<file path="src/rtl/pollard_sequencer.sv">
// Control sequencer for Pollard p-1 factoring: builds the exponent once, then tries
// bases 2..1+MAX_BASES through external modexp and gcd engines. Define POLLARD_TIMEOUT_EN to add a per-stage watchdog.
module pollard_sequencer #(
  parameter int unsigned MAX_BASES      = 4,
  parameter int unsigned TIMEOUT_CYCLES = 65535
) (
  input  logic        clk,
  input  logic        reset,
  input  logic        start,
  input  logic [63:0] n,
  input  logic [63:0] boundary,
  output logic        ef_start,
  output logic [63:0] ef_boundary,
  input  logic        ef_done,
  input  logic [63:0] ef_e,
  output logic        mx_start,
  output logic [63:0] mx_base,
  output logic [63:0] mx_exp,
  output logic [63:0] mx_mod,
  input  logic        mx_done,
  input  logic [63:0] mx_result,
  output logic        gcd_start,
  output logic [63:0] gcd_a,
  output logic [63:0] gcd_b,
  input  logic        gcd_done,
  input  logic [63:0] gcd_result,
  output logic        busy,
  output logic        done,
  output logic        found,
  output logic        timeout,
  output logic [63:0] factor
);

  typedef enum logic [2:0] {IDLE, FIND_E, EXP, GCD, CHECK, FINISH} state_e;

  localparam logic [63:0] LAST_BASE = 64'(MAX_BASES) + 64'd1;

  state_e      state_q, state_d;
  logic [63:0] n_q, n_d;
  logic [63:0] bnd_q, bnd_d;
  logic [63:0] e_q, e_d;
  logic [63:0] x_q, x_d;
  logic [63:0] g_q, g_d;
  logic [63:0] base_q, base_d;
  logic [63:0] gcd_a_q, gcd_a_d;
  logic [63:0] factor_q, factor_d;
  logic        found_q, found_d;
  logic        ef_start_q, ef_start_d;
  logic        mx_start_q, mx_start_d;
  logic        gcd_start_q, gcd_start_d;

`ifdef POLLARD_TIMEOUT_EN
  localparam int unsigned CNT_W = $clog2(TIMEOUT_CYCLES + 1);
  logic [CNT_W-1:0] cnt_q, cnt_d;
  logic             timeout_q, timeout_d;
`endif

  // A done that coincides with its own start pulse belongs to a previous request.
  logic ef_ack, mx_ack, gcd_ack;
  assign ef_ack  = ef_done  && !ef_start_q;
  assign mx_ack  = mx_done  && !mx_start_q;
  assign gcd_ack = gcd_done && !gcd_start_q;

  always_comb begin
    // NOTE: every variable gets a default before the case so no path leaves it unassigned (no latches).
    state_d     = state_q;
    n_d         = n_q;
    bnd_d       = bnd_q;
    e_d         = e_q;
    x_d         = x_q;
    g_d         = g_q;
    base_d      = base_q;
    gcd_a_d     = gcd_a_q;
    factor_d    = factor_q;
    found_d     = found_q;
    ef_start_d  = 1'b0;
    mx_start_d  = 1'b0;
    gcd_start_d = 1'b0;
`ifdef POLLARD_TIMEOUT_EN
    timeout_d   = timeout_q;
`endif

    unique case (state_q)
      IDLE: begin
        if (start) begin
          n_d      = n;
          bnd_d    = boundary;
          base_d   = 64'd2;
          found_d  = 1'b0;
          factor_d = '0;
`ifdef POLLARD_TIMEOUT_EN
          timeout_d = 1'b0;
`endif
          // Moduli below 4 have no nontrivial factor worth searching for.
          if (n < 64'd4) begin
            state_d = FINISH;
          end else begin
            state_d    = FIND_E;
            ef_start_d = 1'b1;
          end
        end
      end
      FIND_E: begin
        if (ef_ack) begin
          e_d        = ef_e;
          state_d    = EXP;
          mx_start_d = 1'b1;
        end
      end
      EXP: begin
        if (mx_ack) begin
          x_d         = mx_result;
          gcd_a_d     = (mx_result == 64'd0) ? n_q - 64'd1 : mx_result - 64'd1;
          state_d     = GCD;
          gcd_start_d = 1'b1;
        end
      end
      GCD: begin
        if (gcd_ack) begin
          g_d     = gcd_result;
          state_d = CHECK;
        end
      end
      CHECK: begin
        if (g_q > 64'd1 && g_q < n_q) begin
          factor_d = g_q;
          found_d  = 1'b1;
          state_d  = FINISH;
        end else if (g_q == n_q && base_q < LAST_BASE) begin
          // g == n means every prime factor was smooth for this base; retry with the next one.
          base_d     = base_q + 64'd1;
          state_d    = EXP;
          mx_start_d = 1'b1;
        end else begin
          found_d = 1'b0;
          state_d = FINISH;
        end
      end
      FINISH:  state_d = IDLE;
      default: state_d = IDLE;
    endcase

`ifdef POLLARD_TIMEOUT_EN
    cnt_d = '0;
    if ((state_q == FIND_E || state_q == EXP || state_q == GCD) && state_d == state_q) begin
      if (cnt_q == CNT_W'(TIMEOUT_CYCLES - 1)) begin
        timeout_d = 1'b1;
        found_d   = 1'b0;
        state_d   = FINISH;
      end else begin
        cnt_d = cnt_q + 1'b1;
      end
    end
`endif
  end

  // NOTE: sequential state uses non-blocking assignments so all registers update together at the edge.
  always_ff @(posedge clk or posedge reset) begin
    if (reset) begin
      state_q     <= IDLE;
      n_q         <= '0;
      bnd_q       <= '0;
      e_q         <= '0;
      x_q         <= '0;
      g_q         <= '0;
      base_q      <= '0;
      gcd_a_q     <= '0;
      factor_q    <= '0;
      found_q     <= 1'b0;
      ef_start_q  <= 1'b0;
      mx_start_q  <= 1'b0;
      gcd_start_q <= 1'b0;
    end else begin
      state_q     <= state_d;
      n_q         <= n_d;
      bnd_q       <= bnd_d;
      e_q         <= e_d;
      x_q         <= x_d;
      g_q         <= g_d;
      base_q      <= base_d;
      gcd_a_q     <= gcd_a_d;
      factor_q    <= factor_d;
      found_q     <= found_d;
      ef_start_q  <= ef_start_d;
      mx_start_q  <= mx_start_d;
      gcd_start_q <= gcd_start_d;
    end
  end

`ifdef POLLARD_TIMEOUT_EN
  always_ff @(posedge clk or posedge reset) begin
    if (reset) begin
      cnt_q     <= '0;
      timeout_q <= 1'b0;
    end else begin
      cnt_q     <= cnt_d;
      timeout_q <= timeout_d;
    end
  end
  assign timeout = timeout_q;
`else
  assign timeout = 1'b0;
`endif

  assign ef_start    = ef_start_q;
  assign ef_boundary = bnd_q;
  assign mx_start    = mx_start_q;
  assign mx_base     = base_q;
  assign mx_exp      = e_q;
  assign mx_mod      = n_q;
  assign gcd_start   = gcd_start_q;
  assign gcd_a       = gcd_a_q;
  assign gcd_b       = n_q;
  assign busy        = (state_q != IDLE);
  assign done        = (state_q == FINISH);
  assign found       = found_q;
  assign factor      = factor_q;

endmodule

</file>
<file path="config.mk">
export PLATFORM = sky130hd
export DESIGN_NAME = pollard_sequencer
export DESIGN_NICKNAME = d
export VERILOG_FILES = /design/src/rtl/pollard_sequencer.sv
export SDC_FILE = /design/constraint.sdc
export NUM_CORES = 1
export LEC_CHECK = 0
export CORE_AREA = 5 5 298 300
export DETAILED_ROUTE_END_ITERATION = 7
export DIE_AREA = 0 0 303 305
export PLACE_DENSITY = 0.51
export SYNTH_ARGS = -nofsm -noshare
export SYNTH_HDL_FRONTEND = slang
export SYNTH_SLANG_ARGS = --single-unit
</file>
<file path="constraint.sdc">
create_clock -name clk -period 20.1 [get_ports clk]
set_input_delay 4.02 -clock clk [delete_from_list [all_inputs] [get_ports clk]]
set_output_delay 4.02 -clock clk [all_outputs]
set_load 0.03 [all_outputs]
</file>
==> results of run 1 <==
-- cells in the mapped netlist (4+ instances only) --
library cell / n
buf_2: 10
and2_1: 41
nor4_1: 76
o31ai_1: 8
nor3_1: 43
o211ai_1: 14
o41ai_1: 4
nand4_1: 41
a211oi_1: 16
or3_1: 18
xor2_1: 22
nor4b_1: 4
and3_1: 12
o21ai_1: 5
inv_1: 139
a21oi_1: 104
or4_1: 14
o21ai_0: 191
clkbuf_1: 90
nand2_1: 483
xnor2_1: 14
buf_4: 65
nand3_1: 29
o21a_1: 4
dfrtp_1: 455
mux2i_1: 73
and4_1: 9
a21o_1: 33
nand2b_1: 10
a31oi_1: 25
a41oi_1: 5
ha_1: 67
mux2_2: 68
buf_1: 9
nor2_1: 100
nor2b_1: 6
-- flip-flops by register name, summed over array words and instances, names as in the netlist --
| name | cells |
|---|---|
| ef_boundary | 64 |
| ef_start | 1 |
| factor | 64 |
| found | 1 |
| g_q | 64 |
| gcd_a | 64 |
| gcd_b | 64 |
| gcd_start | 1 |
| mx_base | 64 |
| mx_exp | 64 |
| mx_start | 1 |
| state_q | 3 |
-- per-stage QoR --
step                setup WS, ns  total power [W]  hold WS [ns]
floorplan                   3.40          0.00308         0.504
global placement           11.00          0.00431         0.458
detailed placement         10.91          0.00431         0.461
CTS                        11.55          0.00538         0.476
global route               11.41          0.00562         0.490
finish                     11.45          0.00529         0.470
-- critical path, stage by stage --
cell and delay (ns):
clkdlybuf4s50_1 0.64, nor4_1 0.98, and4_1 0.37, nand4_1 0.49, nor2_4 0.49, buf_4 0.73
mux2i_1 0.42, nand2_1 0.24, or4_1 0.55, o211ai_1 0.18
-- cell usage in the layout, fill, tap and decap left out, drive strengths merged, types with 5 or more instances in the layout --
master         instances
o31ai                  8
nand4                 41
or4                   16
dfrtp                455
clkbuf                80
and2                  41
mux2i                 73
and4                   9
nor3                  46
nor2                 102
buf                   18
nand2b                10
a211oi                16
mux2                  68
nor4                  79
nand2                483
a31oi                 26
nand3                 30
o211ai                14
nor2b                  6
a21oi                104
clkdlybuf4s50        779
o21ai                196
inv                  140
and3                  12
diode                 11
xor2                  22
clkinv                13
xnor2                 14
or3                   18
ha                    67
a41oi                  5
a21o                  33
-- cell type report --
type | count | area, µm² | area share [%]
Multi-Input combinational cell | 1600 | 9650 | 29.4
Sequential cell | 455 | 11400 | 34.6
Clock buffer | 80 | 1660 | 5.05
Antenna cell | 11 | 27.5 | 0.0837
Clock inverter | 17 | 220 | 0.670
Tap cell | 1155 | 1450 | 4.40
Timing Repair Buffer | 797 | 7950 | 24.2
Inverter | 140 | 533 | 1.62
-- cells by family after synthesis --
kind of cell               Yosys count  share of synthesized area [%]
buffers and inverters              315                           6.44
xor gates and xnor gates            36                           1.40
muxes                              141                           6.67
AOI/OAI and AO/OA                  449                           12.0
other                                1                         0.0167
adders and majority gates           67                           3.73
and+or+nand+nor                    906                           19.0
DFF                                455                           50.7
-- power breakdown --
group	internal, W	switching [W]
logic	0.00102	0.00156
clock network	0.000610	0.000421
registers	0.00127	0.000418
total	0.00290	0.00240
-- worst min path at each step --
| stage | to | slack, ns | depth (start not counted) |
|---|---|---|---|
| floorplan | factor[0] | 0.50 | 2 |
| global placement | ef_boundary[58] | 0.46 | 2 |
| detailed placement | ef_boundary[44] | 0.46 | 2 |
| CTS | ef_boundary[59] | 0.48 | 2 |
| global route | ef_boundary[44] | 0.49 | 2 |
| finish | ef_boundary[43] | 0.47 | 2 |
-- metal layers --
metal  track usage (%)  wire length, µm  vias to the layer above
met5                 0               24                        -
met4              4.93             2410                        4
met3              5.55             8080                      123
met2              36.7            50000                      802
met1              27.7            43500                     9890
li1                  -                -                     9538
==> flow_metrics.env, run 1 <==
export IMPL_fin_crit_ns=8.65
export IMPL_grt_overflow_total=0
export IMPL_ys_ff_latch=455
export IMPL_cts_num_sinks=455
export IMPL_outcome="completed"
export IMPL_finClkSkew_ns=0.0172
export IMPL_synth_nets=2763
export IMPL_fin_util_pct=38.2
export IMPL_syn_area_per_cell_um2=9.47
export IMPL_synth_ff_type="dfrtp_1"
export IMPL_numCtsBuffers=55
export IMPL_hold_violations=0
export IMPL_yosysSeqAreaShare_pct=50.7
export IMPL_synth_top_area_share_pct=50.7
export IMPL_die_h_um=305
export IMPL_cts_path_max_buffers=3
export IMPL_grtUsageTotal_pct=21.6
export IMPL_clkTransAtPathRegs_ns=0.06
export IMPL_antenna_found_initial=13
export IMPL_dr_total_vias=20357
export IMPL_crit_path_start="mx_result[14]"
export IMPL_syn_to_final_growth_pct=46.4
export IMPL_drv_slew=0
export IMPL_fillers=8772
export IMPL_r2r_start="gcd_b[31]"
export IMPL_synth_largest_area_cell="dfrtp_1"
export IMPL_drt_first_pass_iters=5
export IMPL_remaining_drc_errors=0
export IMPL_start_util_pct=26.1
export IMPL_async_flop_share_pct=100
export IMPL_clockRootBuffer="clkbuf_16"
export IMPL_drive_above_1_share_pct=6.60
export IMPL_ant_nets=0
export IMPL_crit_type="input pin to register"
export IMPL_final_area_mm2=0.0329
export IMPL_via_per_inst=4.78
export IMPL_hp_start="ef_boundary[43]"
export IMPL_worst_pin_slew_ns=1.33
export IMPL_setup_tns_ns=0
export IMPL_grt_pass1_vias=20811
export IMPL_rows=108
export IMPL_netlist_area_mm2=0.0224
export IMPL_grt_pass1_wl_um=149000
export IMPL_cts_resized=0
export IMPL_yosysUniqueCellTypes=78
export IMPL_cp_end_kind="register"
export IMPL_setup_viol=0
export IMPL_rr_endpoint="state_q[2]"
export IMPL_yosys_warnings=0
export IMPL_min_path_type="register to register"
export IMPL_period_share_pct=43.0
export IMPL_die_w_um=303
export IMPL_fin_cells=4255
export IMPL_synthTopCellsByArea="dfrtp_1 51%, nand2_1 8.1%, o21ai_0 4.3%"
export IMPL_relSlewSlack_pct=10.7
export IMPL_drv_cap=0
export IMPL_gp_congestion=0.934
export IMPL_synthCells=2370
export IMPL_synth_edf_count=0
export IMPL_crit_path_end="gcd_a[45]"
export IMPL_htree_levels=2
export IMPL_peakVddDrop_mv=0.0918
export IMPL_max_freq_mhz=116
export IMPL_cts_tree="done"
export IMPL_routed_wl_um=104000
export IMPL_fin_nets=3442
export IMPL_cp_start_kind="input pin"
export IMPL_wl_per_cell_um=24.5
export IMPL_dp_cells=4147
export IMPL_path_max_fanout=71
export IMPL_hpwlAfterDp_um=81100
export IMPL_cp_data_required_time_ns=20.62
export IMPL_ioPinCount=781
export IMPL_rsz0062_at_grt="false"
export IMPL_cts_setup_buffers=0
export IMPL_p_leak_nw=13.9
export IMPL_reg2reg_depth=9
export IMPL_port_buffers=779
export IMPL_placed_cell_area_mm2=0.0310
export IMPL_insertion_delay_ns=0.61
export IMPL_core_area_mm2=0.0859
export IMPL_grt_start_max_net_pins=155
export IMPL_r2r_setup_slack_ns=15.70
export IMPL_die_area_mm2=0.0924
export IMPL_powerDensity_mw_per_mm2=161
export IMPL_hold_buffers=0
export IMPL_drt_iter0_markers=1446
export IMPL_worstPathArrival_ns=9.16
(Power assumes the default switching activity.)
==> run 2: changes to the inputs <==
==> constraint.sdc (replaced) <==
create_clock -name clk -period 8.4 [get_ports clk]
set_input_delay 1.68 -clock clk [delete_from_list [all_inputs] [get_ports clk]]
set_output_delay 1.68 -clock clk [all_outputs]
set_load 0.03 [all_outputs]
==> run 2 against run 1 <==
  * Via count rose by 0.31%
  * Worst setup slack got worse by 8.9 ns
  * Count of clock-buffer cells in the layout did not move
  * Routed wire length rose by 0.52%
  * Global-route usage rose by 0.14 points
  * Critical path depth rose by 3
  * Register-to-register slack got worse by 12 ns
  * Core utilization barely moved
  * Clock power rose by 130%
  * Flip-flop and latch count did not move
  * Sequential power rose by 140%
  * Largest cell class unchanged
==> flow_metrics.env, run 2 (synthesis gave the netlist of run 1 again) <==
export IMPL_max_freq_mhz=171
export IMPL_cts_tree="done"
export IMPL_worst_pin_slew_ns=1.27
export IMPL_critPathTopFamily="simple AND/OR/NAND/NOR gates"
export IMPL_whs_path_depth=2
export IMPL_via_per_inst=4.78
export IMPL_cp_end_kind="register"
export IMPL_grt_start_max_net_pins=153
export IMPL_path_max_fanout=13
export IMPL_outcome="completed"
export IMPL_min_to="ef_boundary[39]"
export IMPL_final_area_mm2=0.0329
export IMPL_placed_cell_area_mm2=0.0310
export IMPL_grt_pass1_vias=20528
export IMPL_die_area_mm2=0.0924
export IMPL_antenna_found_initial=20
export IMPL_crit_buf_inv=1
export IMPL_routed_wl_um=105000
export IMPL_grt_overflow_total=0
export IMPL_drive_above_1_share_pct=6.71
export IMPL_ioPinCount=781
export IMPL_core_area_mm2=0.0859
export IMPL_cts_resized=0
export IMPL_worstPathArrival_ns=6.35
export IMPL_drt_iter0_markers=1498
export IMPL_cts_setup_buffers=0
export IMPL_port_buffers=779
export IMPL_setup_viol=0
export IMPL_cts_path_max_buffers=3
export IMPL_gp_congestion=0.934
export IMPL_crit_chain="clkdlybuf4s50_1, nor4_1, and4_1, nand4_1, nor2_4, a21oi_1, ha_1, and4_1, nand2_1, a21o_1, nor2_1, a31o_2, a221oi_1"
export IMPL_numCtsBuffers=54
export IMPL_crit_path_start="mx_result[14]"
export IMPL_p_leak_nw=13.9
export IMPL_rr_endpoint="state_q[2]"
export IMPL_hpwlAfterDp_um=81700
export IMPL_pre_cts_ws_ns=2.06
export IMPL_hold_violations=0
export IMPL_ant_nets=0
export IMPL_peakVddDrop_mv=0.231
export IMPL_hp_start="ef_boundary[39]"
export IMPL_powerDensity_mw_per_mm2=383
export IMPL_remaining_drc_errors=0
export IMPL_clkTransAtPathRegs_ns=0.06
export IMPL_crit_type="input pin to register"
export IMPL_die_h_um=305
export IMPL_cts_num_sinks=455
export IMPL_relSlewSlack_pct=14.6
export IMPL_layout_common_cells="779 x clkdlybuf4s50_1, 483 x nand2_1, 455 x dfrtp_1"
export IMPL_insertion_delay_ns=0.61
export IMPL_final_common_cell="clkdlybuf4s50_1"
export IMPL_cp_slowest_stage_delay_ns=1.06
export IMPL_seq_area_mm2=0.0114
export IMPL_period_share_pct=69.6
export IMPL_drv_cap=0
export IMPL_min_path_type="register to register"
export IMPL_reg2reg_depth=9
export IMPL_multi_input_area_mm2=0.00965
export IMPL_finClkSkew_ns=0.0177
export IMPL_cp_start_kind="input pin"
export IMPL_fin_util_pct=38.2
export IMPL_grt_pass1_wl_um=149000
export IMPL_clockRootBuffer="clkbuf_16"
export IMPL_slowest_stage="nor4_1"
export IMPL_wl_per_cell_um=24.5
export IMPL_fin_crit_ns=5.85
export IMPL_rows=108
export IMPL_die_w_um=303
export IMPL_cp_data_required_time_ns=8.90
export IMPL_fin_nets=3450
export IMPL_setup_tns_ns=0
export IMPL_crit_top_cell="and4_1"
export IMPL_drv_slew=0
export IMPL_worst_slack_ns=2.55
export IMPL_syn_to_final_growth_pct=46.3
export IMPL_dr_total_vias=20420
export IMPL_r2r_start="gcd_b[31]"
export IMPL_start_util_pct=26.1
export IMPL_grtUsageTotal_pct=21.8
export IMPL_r2r_setup_slack_ns=3.94
export IMPL_rsz0062_at_grt="false"
export IMPL_drt_first_pass_iters=6
export IMPL_hold_buffers=0
export IMPL_htree_levels=2
export IMPL_fillers=8770
[run 2: where the power goes]
part | switching (W) | internal [W]
sequential | 0.000990 | 0.00304
clock | 0.00101 | 0.00135
combinational | 0.00375 | 0.00244
[run 2: layout make-up]
type | count | area share, %
tap | 1155 | 4.40
clock buffer | 80 | 4.87
multi-input combinational | 1600 | 29.4
antenna | 14 | 0.107
inverter | 140 | 1.61
timing repair buffer | 806 | 24.4
clock inverter | 18 | 0.545
sequential | 455 | 34.7
[run 2: per-stage QoR]
stage,total power (W),instances,hold slack [ns]
after floorplan,0.00738,2370,0.504
after global placement,0.0103,4156,0.457
after detailed placement,0.0103,4156,0.461
after CTS,0.0127,4254,0.476
after global routing,0.0133,4263,0.496
final,0.0126,4268,0.471
[run 2: worst max path at each step]
stage,endpoint,slack [ns],cells after the start
finish,gcd_a[56],2.55,13
global route,gcd_a[56],2.49,13
CTS,gcd_a[56],2.69,13
detailed placement,gcd_a[56],2.06,13
global placement,gcd_a[42],2.10,13
floorplan,ef_boundary[0],0.56,1
[run 2: metal layers]
layer | global-route usage, % | vias to the layer above | routed length, µm | part of all wire (%)
li1 | - | 9571 | - | -
met1 | 27.4 | 9860 | 42400 | 41
met2 | 35.8 | 827 | 49600 | 47
met3 | 6.87 | 152 | 9370 | 9.0
met4 | 6.49 | 10 | 3130 | 3.0
met5 | 0 | - | 58 | 0.055
[run 2: tightest hold or removal path: cells and delay by family, from the launching register on]
kind          cells  cell delay, ns
flops             1            0.34
simple gates      2            0.10
==> run 3: changes to the inputs <==
--- a/config.mk
+++ b/config.mk
@@ -8,7 +8,7 @@
 export CORE_AREA = 5 5 298 300
 export DETAILED_ROUTE_END_ITERATION = 7
 export DIE_AREA = 0 0 303 305
-export PLACE_DENSITY = 0.51
+export PLACE_DENSITY = 0.53
 export SYNTH_ARGS = -nofsm -noshare
 export SYNTH_HDL_FRONTEND = slang
 export SYNTH_SLANG_ARGS = --single-unit
==> constraint.sdc (replaced) <==
create_clock -name clk -period 5.2 [get_ports clk]
set_input_delay 1.04 -clock clk [delete_from_list [all_inputs] [get_ports clk]]
set_output_delay 1.04 -clock clk [all_outputs]
set_load 0.03 [all_outputs]
==> run 3 against run 2 <==
  * Count of clock-buffer cells in the layout up 1
  * Flip-flop and latch count unchanged
  * Sequential power up 61%
  * Via count up 0.65%
  * Die area unchanged
  * Cell count up 0.59%
  * Non-clock buffer count up 29
  * First-iteration DRC count up 4.1%
  * Largest cell class unchanged
==> flow_metrics.env, run 3 (synthesis gave the netlist of run 1 again) <==
export IMPL_clockRootBuffer="clkbuf_16"
export IMPL_cts_setup_buffers=0
export IMPL_fin_nets=3481
export IMPL_cp_start_kind="input pin"
export IMPL_htree_levels=2
export IMPL_antenna_found_initial=13
export IMPL_r2r_setup_slack_ns=1.14
export IMPL_grtUsageTotal_pct=21.8
export IMPL_drt_first_pass_iters=5
export IMPL_grt_pass1_vias=21008
export IMPL_grt_start_max_net_pins=183
export IMPL_min_path_type="register to register"
export IMPL_peakVddDrop_mv=0.368
export IMPL_cp_slowest_stage_delay_ns=0.52
export IMPL_crit_chain="clkdlybuf4s50_1, or3_1, nor4_1, nand4_1, nor2_4, a21oi_1, ha_1, and4_1, nand2_1, a21o_1, buf_4, nor4_2, mux2i_1, a31oi_1"
export IMPL_insertion_delay_ns=0.63
export IMPL_cp_end_kind="register"
export IMPL_die_area_mm2=0.0924
export IMPL_cts_resized=0
export IMPL_finClkSkew_ns=0.0170
export IMPL_cp_data_required_time_ns=5.66
export IMPL_max_freq_mhz=234
export IMPL_setup_viol=0
export IMPL_remaining_drc_errors=0
export IMPL_powerDensity_mw_per_mm2=615
export IMPL_clkTransAtPathRegs_ns=0.06
export IMPL_crit_path_start="mx_result[55]"
export IMPL_drv_cap=0
export IMPL_final_common_cell="clkdlybuf4s50_1"
export IMPL_worstPathArrival_ns=4.73
export IMPL_syn_to_final_growth_pct=47.6
export IMPL_start_util_pct=26.1
export IMPL_drv_slew=0
export IMPL_crit_type="input pin to register"
export IMPL_critPathTopFamily="simple AND/OR/NAND/NOR gates"
export IMPL_ioPinCount=781
export IMPL_die_w_um=303
export IMPL_p_leak_nw=14.1
export IMPL_crit_buf_inv=2
export IMPL_setup_tns_ns=0
export IMPL_wl_per_cell_um=24.2
export IMPL_hold_buffers=0
export IMPL_core_area_mm2=0.0859
export IMPL_numCtsBuffers=56
export IMPL_ant_nets=0
export IMPL_dr_total_vias=20553
export IMPL_routed_wl_um=104000
export IMPL_die_h_um=305
export IMPL_gp_congestion=0.943
export IMPL_worst_pin_slew_ns=0.992
export IMPL_drt_iter0_markers=1559
export IMPL_relSlewSlack_pct=33.2
export IMPL_layout_common_cells="779 x clkdlybuf4s50_1, 483 x nand2_1, 455 x dfrtp_1"
export IMPL_fin_util_pct=38.6
export IMPL_hpwlAfterDp_um=82800
export IMPL_grt_pass1_wl_um=150000
export IMPL_period_share_pct=82.1
export IMPL_r2r_start="gcd_b[31]"
export IMPL_drive_above_1_share_pct=7.54
export IMPL_outcome="completed"
export IMPL_cts_num_sinks=455
export IMPL_cts_tree="done"
export IMPL_port_buffers=779
export IMPL_fillers=8742
export IMPL_via_per_inst=4.79
export IMPL_rows=108
export IMPL_fin_crit_ns=4.27
export IMPL_hp_start="ef_boundary[54]"
export IMPL_cts_path_max_buffers=3
export IMPL_hold_violations=0
export IMPL_path_max_fanout=8
export IMPL_rsz0062_at_grt="false"
export IMPL_grt_overflow_total=0
export IMPL_slowest_stage="or3_1"
run 3: cell types whose count changed in the layout (fill, tap and decap cells not counted), moves of 2 or more:
| cell | before | now |
|---|---|---|
| buf_4 | 25 | 46 |
| buf_12 | 2 | 10 |
| clkbuf_16 | 55 | 57 |
| diode_2 | 14 | 8 |
| inv_16 | 0 | 2 |
| clkbuf_8 | 13 | 9 |
| inv_6 | 0 | 2 |
| clkbuf_1 | 12 | 15 |
| clkinvlp_4 | 5 | 3 |
| clkinv_2 | 10 | 12 |
| clkinv_16 | 2 | 0 |
run 3: cell type report:
type,count,area (µm²),share of cell area [%]
Sequential cell,455,11400,34.4
Multi-Input combinational cell,1600,9650,29.1
Timing Repair Buffer,835,8340,25.2
Clock buffer,81,1610,4.85
Tap cell,1155,1450,4.36
Inverter,140,529,1.60
Clock inverter,19,163,0.491
Antenna cell,8,20.0,0.0604
run 3: report_power, final:
| part | internal (W) | switching [W] | leakage (nW) | total (W) |
|---|---|---|---|---|
| Sequential | 0.00491 | 0.00156 | 5.77 | 0.00647 |
| Clock | 0.00219 | 0.00162 | 0.875 | 0.00382 |
| Combinational | 0.00399 | 0.00610 | 7.43 | 0.0101 |
run 3: path summary, 6_finish.rpt:
| check | cells after the start | endpoint |
|---|---|---|
| setup / recovery | 14 | gcd_a[40] |
| setup reg to reg | 9 | factor[18] |
| max in group asynchronous | 4 | g_q[46] |
| hold / removal | 2 | ef_boundary[54] |
| hold reg to reg | 2 | ef_boundary[54] |
| min in group asynchronous | 2 | mx_base[49] |
run 3: worst reg2reg max path, delay by kind of cell (launching register included):
family | cells | cell delay (ns)
multiplexers | 1 | 0.21
buffers and inverters | 2 | 0.61
flip-flops | 1 | 0.58
adder cells (fa/ha/maj) | 1 | 0.35
AO/OA/AOI/OAI | 2 | 0.83
AND/OR/NAND/NOR | 3 | 1.35
run 3: stage by stage:
stage | total power, W | instances | setup slack, ns | instance area (µm²) | hold slack, ns
after floorplan | 0.0119 | 2370 | -2.00 | 22500 | 0.504
after global placement | 0.0167 | 4185 | 0.386 | 31400 | 0.456
after detailed placement | 0.0168 | 4185 | 0.317 | 31400 | 0.462
after CTS | 0.0207 | 4285 | 0.926 | 33100 | 0.476
after global routing | 0.0216 | 4289 | 0.756 | 33100 | 0.490
final | 0.0204 | 4293 | 0.931 | 33100 | 0.471
run 3: metal layers:
metal	vias up	GRT usage (%)	part of all wire (%)
met1	9973	27.3	41
li1	9610	-	-
met3	148	6.34	8.3
met4	8	5.52	2.6
met2	814	36.8	48
met5	-	0	0.058
